==> config.mk <==
export PLATFORM = sky130hd
export DESIGN_NAME = i2s_receiver
export DESIGN_NICKNAME = d
export VERILOG_FILES = /design/src/rtl/i2s_pkg.sv /design/src/rtl/i2s_sync.sv /design/src/rtl/i2s_receiver.sv
export SDC_FILE = /design/constraint.sdc
export NUM_CORES = 1
export LEC_CHECK = 0
export ABC_AREA = 1
export CAP_MARGIN = 5
export CORE_ASPECT_RATIO = 2
export CORE_MARGIN = 5
export CORE_UTILIZATION = 52
export DETAILED_ROUTE_END_ITERATION = 8
export GPL_TIMING_DRIVEN = 0
export HOLD_SLACK_MARGIN = 0.08
export PLACE_DENSITY = 0.81
export RECOVER_POWER = 50
export SYNTH_ARGS = -nofsm -noshare
export SYNTH_HDL_FRONTEND = slang
export SYNTH_SLANG_ARGS = --single-unit
==> constraint.sdc <==
create_clock -name clk -period 1.57 [get_ports clk]
set_input_delay 0.314 -clock clk [delete_from_list [all_inputs] [get_ports clk]]
set_output_delay 0.314 -clock clk [all_outputs]
set_load 0.03 [all_outputs]
==> src/rtl/i2s_pkg.sv <==
// ============================================================================
// Module : i2s_pkg
// Brief  : Shared I2S types and constants (receiver and transmitter).
// Rev    : 1.0 - initial release
// ============================================================================
`default_nettype none

package i2s_pkg;

    localparam int c_default_width = 16;

    typedef enum logic [0:0] {
        SYNC  = 1'b0,
        SHIFT = 1'b1
    } state_t;

endpackage

`default_nettype wire

==> src/rtl/i2s_sync.sv <==
// ============================================================================
// Module : i2s_sync
// Brief  : Two-flop synchronisers for SCLK and data lines, SCLK rising-edge tick.
// Rev    : 1.0 - initial release
// ============================================================================
`default_nettype none

module i2s_sync #(
    parameter int N = 2
) (
    input  logic         clk,
    input  logic         rst,
    input  logic         i_sclk,
    input  logic [N-1:0] i_d,
    output logic [N-1:0] o_q,
    output logic         o_tick
);

    logic [1:0]   r_sclk_ff;
    logic         r_sclk_prev;
    logic [N-1:0] r_d_ff1;
    logic [N-1:0] r_d_ff2;

    always_ff @(posedge clk or negedge rst) begin
        if (!rst) begin
            r_sclk_ff   <= '0;
            r_sclk_prev <= 1'b0;
            r_d_ff1     <= '0;
            r_d_ff2     <= '0;
        end else begin
            r_sclk_ff   <= {r_sclk_ff[0], i_sclk};
            r_sclk_prev <= r_sclk_ff[1];
            r_d_ff1     <= i_d;
            r_d_ff2     <= r_d_ff1;
        end
    end

    // Data lines share the SCLK latency, so o_q is aligned with o_tick.
    assign o_q    = r_d_ff2;
    assign o_tick = r_sclk_ff[1] & ~r_sclk_prev;

endmodule

`default_nettype wire

==> src/rtl/i2s_receiver.sv <==
// ============================================================================
// Module : i2s_receiver
// Brief  : I2S slave receiver with valid/ready output and overrun flag.
// Rev    : 1.0 - initial release
// ============================================================================
`default_nettype none

module i2s_receiver
    import i2s_pkg::*;
#(
    parameter int WIDTH = c_default_width
) (
    input  logic             clk,
    input  logic             rst,
    input  logic             SCLK,
    input  logic             WS,
    input  logic             SD,
    output logic [WIDTH-1:0] rx_data,
    output logic             rx_ch,
    output logic             rx_valid,
    input  logic             rx_ready,
    output logic             overrun
);

    localparam int               c_cw        = $clog2(WIDTH + 1);
    localparam logic [c_cw-1:0]  c_cnt_full  = c_cw'(WIDTH);
    localparam logic [c_cw-1:0]  c_cnt_one   = c_cw'(1);

    logic [1:0]       w_sync;
    logic             w_tick;
    logic             w_ws;
    logic             w_sd;
    logic             w_ws_edge;
    state_t           r_state;
    state_t           w_state_nxt;
    logic             w_clear;
    logic             w_shift_en;
    logic             w_done;
    logic             r_ws_prev;
    logic [WIDTH-1:0] r_shift;
    logic [c_cw-1:0]  r_cnt;
    logic [WIDTH-1:0] w_shift_in;
    logic [WIDTH-1:0] w_word;
    logic [WIDTH-1:0] r_rx_data;
    logic             r_rx_ch;
    logic             r_rx_valid;
    logic             r_overrun;

    i2s_sync #(.N(2)) u_sync (
        .clk    (clk),
        .rst    (rst),
        .i_sclk (SCLK),
        .i_d    ({WS, SD}),
        .o_q    (w_sync),
        .o_tick (w_tick)
    );

    assign w_ws      = w_sync[1];
    assign w_sd      = w_sync[0];
    assign w_ws_edge = (w_ws != r_ws_prev);

    always_ff @(posedge clk or negedge rst) begin
        if (!rst) begin
            r_state <= SYNC;
        end else begin
            r_state <= w_state_nxt;
        end
    end

    always_comb begin
        w_state_nxt = r_state;
        if (w_tick && w_ws_edge) begin
            w_state_nxt = SHIFT;
        end
    end

    always_comb begin
        w_clear    = 1'b0;
        w_shift_en = 1'b0;
        w_done     = 1'b0;
        if (w_tick) begin
            case (r_state)
                SYNC: begin
                    w_clear = w_ws_edge;
                end
                SHIFT: begin
                    if (w_ws_edge) begin
                        w_done  = 1'b1;
                        w_clear = 1'b1;
                    end else begin
                        w_shift_en = 1'b1;
                    end
                end
                default: begin
                    w_clear = 1'b0;
                end
            endcase
        end
    end

    // A full count means SD is beyond the kept bits; otherwise SD is the
    // final bit and the word is left-justified with zero padding.
    assign w_shift_in = {r_shift[WIDTH-2:0], w_sd};
    assign w_word     = (r_cnt == c_cnt_full) ? r_shift
                      : (w_shift_in << (c_cnt_full - r_cnt - c_cnt_one));

    always_ff @(posedge clk or negedge rst) begin
        if (!rst) begin
            r_ws_prev <= 1'b0;
            r_shift   <= '0;
            r_cnt     <= '0;
        end else begin
            if (w_tick) begin
                r_ws_prev <= w_ws;
            end
            if (w_clear) begin
                r_shift <= '0;
                r_cnt   <= '0;
            end else if (w_shift_en && (r_cnt < c_cnt_full)) begin
                r_shift <= w_shift_in;
                r_cnt   <= r_cnt + c_cnt_one;
            end
        end
    end

    always_ff @(posedge clk or negedge rst) begin
        if (!rst) begin
            r_rx_data  <= '0;
            r_rx_ch    <= 1'b0;
            r_rx_valid <= 1'b0;
            r_overrun  <= 1'b0;
        end else begin
            r_overrun <= 1'b0;
            if (w_done) begin
                if (!r_rx_valid || rx_ready) begin
                    r_rx_data  <= w_word;
                    r_rx_ch    <= r_ws_prev;
                    r_rx_valid <= 1'b1;
                end else begin
                    r_overrun <= 1'b1;
                end
            end else if (r_rx_valid && rx_ready) begin
                r_rx_valid <= 1'b0;
            end
        end
    end

    assign rx_data  = r_rx_data;
    assign rx_ch    = r_rx_ch;
    assign rx_valid = r_rx_valid;
    assign overrun  = r_overrun;

endmodule

`default_nettype wire
==> results of run 1 <==
## layer usage
| layer | track usage | vias up | routed length [um] |
|---|---|---|---|
| met4 | 0.188 | 0 | 651 |
| met5 | 0 | - | 0 |
| met1 | 0.252 | 1256 | 2760 |
| met3 | 0.0451 | 51 | 399 |
| li1 | - | 1231 | - |
| met2 | 0.391 | 111 | 4280 |
## cell usage after synthesis (3+ instances only)
library cell | n | area, um^2
inv_1 | 14 | 52.6
buf_2 | 5 | 25.0
dfrtp_1 | 49 | 1230
nor2_1 | 8 | 30.0
buf_6 | 6 | 67.6
nand2_1 | 91 | 342
nand3_1 | 52 | 260
a2bb2oi_2 | 9 | 135
nand4_1 | 5 | 31.3
o21ai_0 | 13 | 65.1
o21ai_1 | 4 | 20.0
a21oi_1 | 26 | 130
a21oi_2 | 7 | 61.3
inv_2 | 7 | 26.3
nor3_1 | 3 | 15.0
or2_0 | 3 | 18.8
nand3_2 | 6 | 60.1
nand2_2 | 4 | 25.0
## worst paths after layout
check	from	endpoint	slack, ns
min in group asynchronous	rst	rx_data[2]	0.51
worst max register to register	r_cnt[0]	rx_data[14]	-0.02
worst min register to register	u_sync.r_d_ff1[0]	u_sync.o_q[0]	0.35
max in group asynchronous	rst	r_shift[15]	0.22
worst max-delay path	r_cnt[0]	rx_data[14]	-0.02
worst min-delay path	u_sync.r_d_ff1[0]	u_sync.o_q[0]	0.35
## flip-flops by register name (all words and copies together) (netlist names)
register,count
u_sync.o_q,2
u_sync.r_sclk_prev,1
r_shift,16
r_state,1
u_sync.r_sclk_ff,2
r_cnt,5
overrun,1
u_sync.r_d_ff1,2
rx_data,16
rx_ch,1
r_ws_prev,1
rx_valid,1
## cell families after synthesis
| kind of cell | Yosys count | synth area share |
|---|---|---|
| fa+ha+maj | 2 | 0.00888 |
| compound gates | 63 | 0.160 |
| buf+inv | 41 | 0.0919 |
| simple gates | 180 | 0.304 |
| flops | 49 | 0.435 |
## power breakdown
part	leakage [nW]	switching [mW]	internal (mW)	total, mW
combinational	0.972	1.50	0.989	2.49
clock	0.0687	0.458	0.641	1.10
sequential	0.615	0.240	1.51	1.76
total	1.66	2.20	3.15	5.34
## metrics by stage
stage | instance area (um^2) | cells | hold WS, ns | total power [mW]
final | 3640 | 446 | 0.355 | 5.34
after global routing | 3640 | 446 | 0.375 | 5.62
after CTS | 3380 | 436 | 0.358 | 5.06
after detailed placement | 3150 | 420 | 0.329 | 3.99
after global placement | 3130 | 419 | 0.331 | 3.95
after floorplan | 2820 | 335 | 0.0184 | 3.25
## cell type report
type                    count  area, um^2
clock buffers               5        68.8
plain buffers              14         149
flip-flops and latches     49        1230
repair buffers             44         435
clock inverters             3        68.8
fillers                   452        1730
well taps                  60        75.1
multi-input cells         246        1490
inverters                  25         133
## repair_timing
item                       4_1_cts  5_1_grt
gates cloned                     1        3
hold endpoints to repair        22        0
hold buffers                     1        0
resized for setup               30       39
buffers inserted                 7        8
pin swaps                        1       10
setup endpoints to repair       34       16
==> reports/results.ini, run 1 <==
[synthesis]
synth.distinct_cells=36
synth.net_count=343
synth_edf_count=0
synth-seq-cells=49
synthesis.area_um2=2820
async_flop_share=1.00
ys_seq_area_frac=0.435
syn_inst=335
syn_area_per_cell_um2=8.41
yosys_warnings=0
ys.flop_type=dfrtp_1

[worst_setup_path]
required_ns=1.78
reg2reg_depth=10
cp_max_fo=9
cp_slowest_cell=dfrtp_1
slowest_delay_ns=0.41
critPathKind=flip-flop to flip-flop
cp_top_family=simple AND/OR/NAND/NOR gates
critPathArrivalTime_ns=1.80
cp_cell_sequence=buf_6 > buf_12 > nand2_1 > nand3_1 > nand2_1 > nand2_1 > nand3_1 > nand2_1 > nand2_1 > a21boi_2
worstPathBufferInverterCount=2
worstSetupPathDepth=10
critPathLaunchType=flip-flop
cp-end-kind=flip-flop
cp_common_cell=nand2_1

[final_layout]
final_cell_mix=nand2_1 (87), dfrtp_1 (49), nand3_1 (47), a21oi_1 (21), dlygate4sd2_1 (19)
drive_gt1_frac=0.277
final_common_cell=nand2_1
antenna_cells=0
area_growth_pct=29.3
final_util=0.678
final_nets=393

[routing]
wire_per_inst_um=18.1
drc=0
drtPass1Iterations=4
dr.first_iter.drc_count=172
vias=2649
drt.antenna.violating_nets=0
via_per_inst=5.94
routed_wl_mm=8.08

[clock_network]
cts_buffer_depth=2
h-tree-depth=2
clock-sinks=49
cts_buffers=5
clock_latency_ns=0.32
root_buffer=clkbuf_8
cts_tree=built
clkSlewWorstSetupHoldPaths_ns=0.10

[grt]
track_usage=0.239
grt-ovfl-total=0
grt_pass1_wl_mm=12.4
grt_pass1_vias=2684
antenna_found_initial=0
grt_max_degree=28

[place]
finalWeightedCongestion=0.930
dp_hpwl_mm=5.63
port_buffers=24
pre_cts_ws_ns=-0.215

[timing]
setup-violations-final=1
fin_setup_tns_ns=-0.0232
rsz0062_at_grt=true
clock_skew_ns=0.00999
max_freq_mhz=628
slew_viol_final=0
post-route-min-period_ns=1.59
worstMarginPinSlew_ns=0.586
finalHoldViolCount=0
fin_ws_ns=-0.0232
period_share=1.01
slew-limit-headroom=0.609

[power_and_ir_drop]
p_leak_nw=1.66
cellPowerDensity_nw_per_um2=1470
vdd_drop_max_mv=1.48

[job]
cap_violations=0

[die]
initial_utilization=0.525
core_area_um2=5370
ios=25
dieArea_um2=7080
die_w_um=62.1
fp.dieH_um=114
num_rows=38

[min_path]
min_path_type=flip-flop to flip-flop
min_path_cells=0

[outcome]
status=finished, violations left
violations=setup timing

(Power assumes the default switching activity.)
==> run 2, diff against run 1 <==
--- a/config.mk
+++ b/config.mk
@@ -5,7 +5,7 @@
 export SDC_FILE = /design/constraint.sdc
 export NUM_CORES = 1
 export LEC_CHECK = 0
-export ABC_AREA = 1
+export ABC_CLOCK_PERIOD_IN_PS = 1570
 export CAP_MARGIN = 5
 export CORE_ASPECT_RATIO = 2
 export CORE_MARGIN = 5
==> run 2 against run 1 <==
  * The run still ends with setup timing left
  * Die area shrank 3.3%
  * Wire length grew 3.6%
  * Register-to-register slack lost 0.35 ns
  * Non-clock buffer count grew 7
  * Global-route usage grew 2.1 points
  * Setup slack lost 0.35 ns
  * Critical path depth shrank 5
  * Critical path type unchanged
  * Worst hold slack gained 0.0013 ns
  * Fmax shrank 18%
  * Largest power group unchanged
  * Largest cell class unchanged
==> reports/results.ini, run 2 <==
[grt]
track_usage=0.260
met3_usage=0.0702
grtUsageMet1=0.284
grt_pass1_vias=2643
grt-ovfl-total=0
antenna_found_initial=0
grt_max_degree=28
grt_busiest_layer=met2
grt_pass1_wl_mm=13.1
met2_usage=0.400

[power_and_ir_drop]
p_comb_frac=0.500
vdd_drop_max_mv=0.926
cellPowerDensity_nw_per_um2=1330
p_leak_nw=1.55
sw_frac_of_total=0.394
p_seq_frac=0.340
p_switching_mw=1.89
internal-power_mw=2.89
pwr-share-clk=0.160

[clock_network]
clkSlewWorstSetupHoldPaths_ns=0.09
clock-sinks=49
root_buffer=clkbuf_8
clock_latency_ns=0.33
cts_tree=built
cts_buffer_depth=2
h-tree-depth=2
cts_buffers=5

[routing]
wire_per_inst_um=21.9
vias=2533
drt.antenna.violating_nets=0
via_per_inst=6.63
routed_wl_mm=8.38
dr.first_iter.drc_count=206
drc=0
drtPass1Iterations=6

[job]
cap_violations=0

[synthesis]
syn_inst=272
syn_area_per_cell_um2=9.97
ys_seq_area_frac=0.452
synth_top_area_cell=dfrtp_1
synthesis.area_um2=2710
synth_compound_area_frac=0.153
async_flop_share=1.00
synth_most_common_cell=nand2_1
yosys_warnings=0
yosys.area_share.simple=0.180
synth.net_count=280
synth-seq-cells=49
synth_edf_count=0
ys.flop_type=dfrtp_1
synth_adder_area_share=0.00923
ys_top_cells_by_area=dfrtp_1 (45%), nand2_1 (7.9%), mux4_2 (6.6%)
synth_top_family_by_area=simple AND/OR/NAND/NOR gates
synthMuxAreaShare=0.148
netlist.area_leader.share=0.452
synthTopCellsByCount=nand2_1 (57), dfrtp_1 (49), a21oi_1 (21), nor2_1 (17), mux2i_1 (15)
synth.distinct_cells=53
yosys.area_share.xor_xnor=0.0129

[final_layout]
drive_gt1_frac=0.296
final_cell_mix=nand2_1 (56), dfrtp_1 (47), a21oi_1 (19), dlygate4sd2_1 (19), nor2_1 (16)
fin_area_um2=3580
final_nets=331
final_cell_count_no_fill=382
antenna_cells=0
final_common_cell=nand2_1
area_growth_pct=32.2

[timing]
slew-limit-headroom=0.593
finalHoldViolCount=0
clock_skew_ns=0.00861
fin_ws_ns=-0.373
rsz0062_at_grt=true
worstMarginPinSlew_ns=0.611
setup-violations-final=16
post-route-min-period_ns=1.94
period_share=1.24
max_freq_mhz=515
slew_viol_final=0

[worst_setup_path]
critPathArrivalTime_ns=2.19
cp-end-kind=flip-flop
critPathKind=flip-flop to flip-flop
cp_max_fo=5
reg2reg_depth=5
critPathLaunchType=flip-flop
required_ns=1.82

[place]
finalWeightedCongestion=1.04
dp.cells=355
placed_area_um2=3070
dp_hpwl_mm=5.23
port_buffers=24

[die]
num_rows=37
core_area_um2=5090
dieArea_um2=6850
initial_utilization=0.532
fp.dieH_um=112
die_w_um=61.1
ios=25

[outcome]
violations=setup timing
status=finished, violations left

[min_path]
min_path_type=flip-flop to flip-flop
min_path_cells=0

[run 2: cell count changes after synthesis, moves of 6 or more]
cell       previous run  this run
nand3_1              52         2
o21ai_0              13         4
clkbuf_1              2        10
nand2_1              91        57
mux4_2                0         8
mux2i_1               0        15
nor2_1                8        17
nand3_2               6         0
inv_1                14         1
a2bb2oi_2             9         0
inv_2                 7         0
a21oi_2               7         0
nand2b_1              0         6
[run 2: logic make-up after synthesis]
group / count (synthesis)
flops: 49
buf+inv: 23
xor+xnor: 4
mux: 28
fa+ha+maj: 2
simple gates: 105
compound gates: 61
[run 2: path summary, 6_finish.rpt]
check | to | startpoint | slack [ns]
worst max-delay path | rx_data[15] | r_cnt[0] | -0.37
worst min-delay path | u_sync.r_sclk_ff[1] | u_sync.r_sclk_ff[0] | 0.36
worst max register to register | rx_data[15] | r_cnt[0] | -0.37
worst min register to register | u_sync.r_sclk_ff[1] | u_sync.r_sclk_ff[0] | 0.36
max in group asynchronous | r_cnt[4] | rst | 0.20
min in group asynchronous | u_sync.r_sclk_ff[0] | rst | 0.51
[run 2: stage by stage]
stage | util | TNS, ns | power, mW | worst slack [ns] | hold slack, ns
final | 0.704 | -4.34 | 4.78 | -0.373 | 0.356
after global routing | 0.704 | -6.73 | 4.98 | -0.425 | 0.374
after CTS | 0.681 | -4.37 | 4.57 | -0.361 | 0.359
after detailed placement | 0.602 | -10.60 | 3.44 | -0.664 | 0.329
after global placement | 0.599 | -62.52 | 3.39 | -1.09 | 0.332
after floorplan | - | -3.11 | 2.86 | -0.260 | 0.0184
[run 2: cell type report]
class | instances | area (um^2)
Buffer | 20 | 184
Clock buffer | 5 | 68.8
Clock inverter | 3 | 22.5
Fill cell | 350 | 1510
Inverter | 2 | 20.0
Multi-Input combinational cell | 200 | 1580
Sequential cell | 49 | 1230
Tap cell | 58 | 72.6
Timing Repair Buffer | 45 | 413
[run 2: worst max-delay path: stages (launching register included)]
cell     delay [ns]
dfrtp_2        0.46
buf_8          0.16
mux2i_4        0.18
mux4_2         0.50
or3_1          0.37
a31oi_1        0.18
[run 2: power groups by stage]
stage | Combinational, mW | Sequential, mW | Clock [mW]
3_5_place_dp | 1.82 | 1.61 | 0
3_3_place_gp | 1.79 | 1.60 | 0
4_1_cts | 2.20 | 1.59 | 0.782
2_1_floorplan | 1.06 | 1.81 | 0
5_1_grt | 2.51 | 1.64 | 0.824
6_report | 2.39 | 1.62 | 0.764
[run 2: layer usage]
layer,wire [um],part of all wire
met5,0,0
met4,591,0.071
met3,639,0.076
met2,4410,0.53
met1,2740,0.33
[run 2: repair_timing]
| item | in CTS | in global routing |
|---|---|---|
| endpoints found under the hold margin | 22 | 0 |
| resized for setup | 72 | 35 |
| endpoints found under the setup margin | 56 | 35 |
| hold buffers | 1 | 0 |
| pin swaps | 19 | 16 |
| setup buffers | 14 | 4 |
| cloned | 2 | 0 |
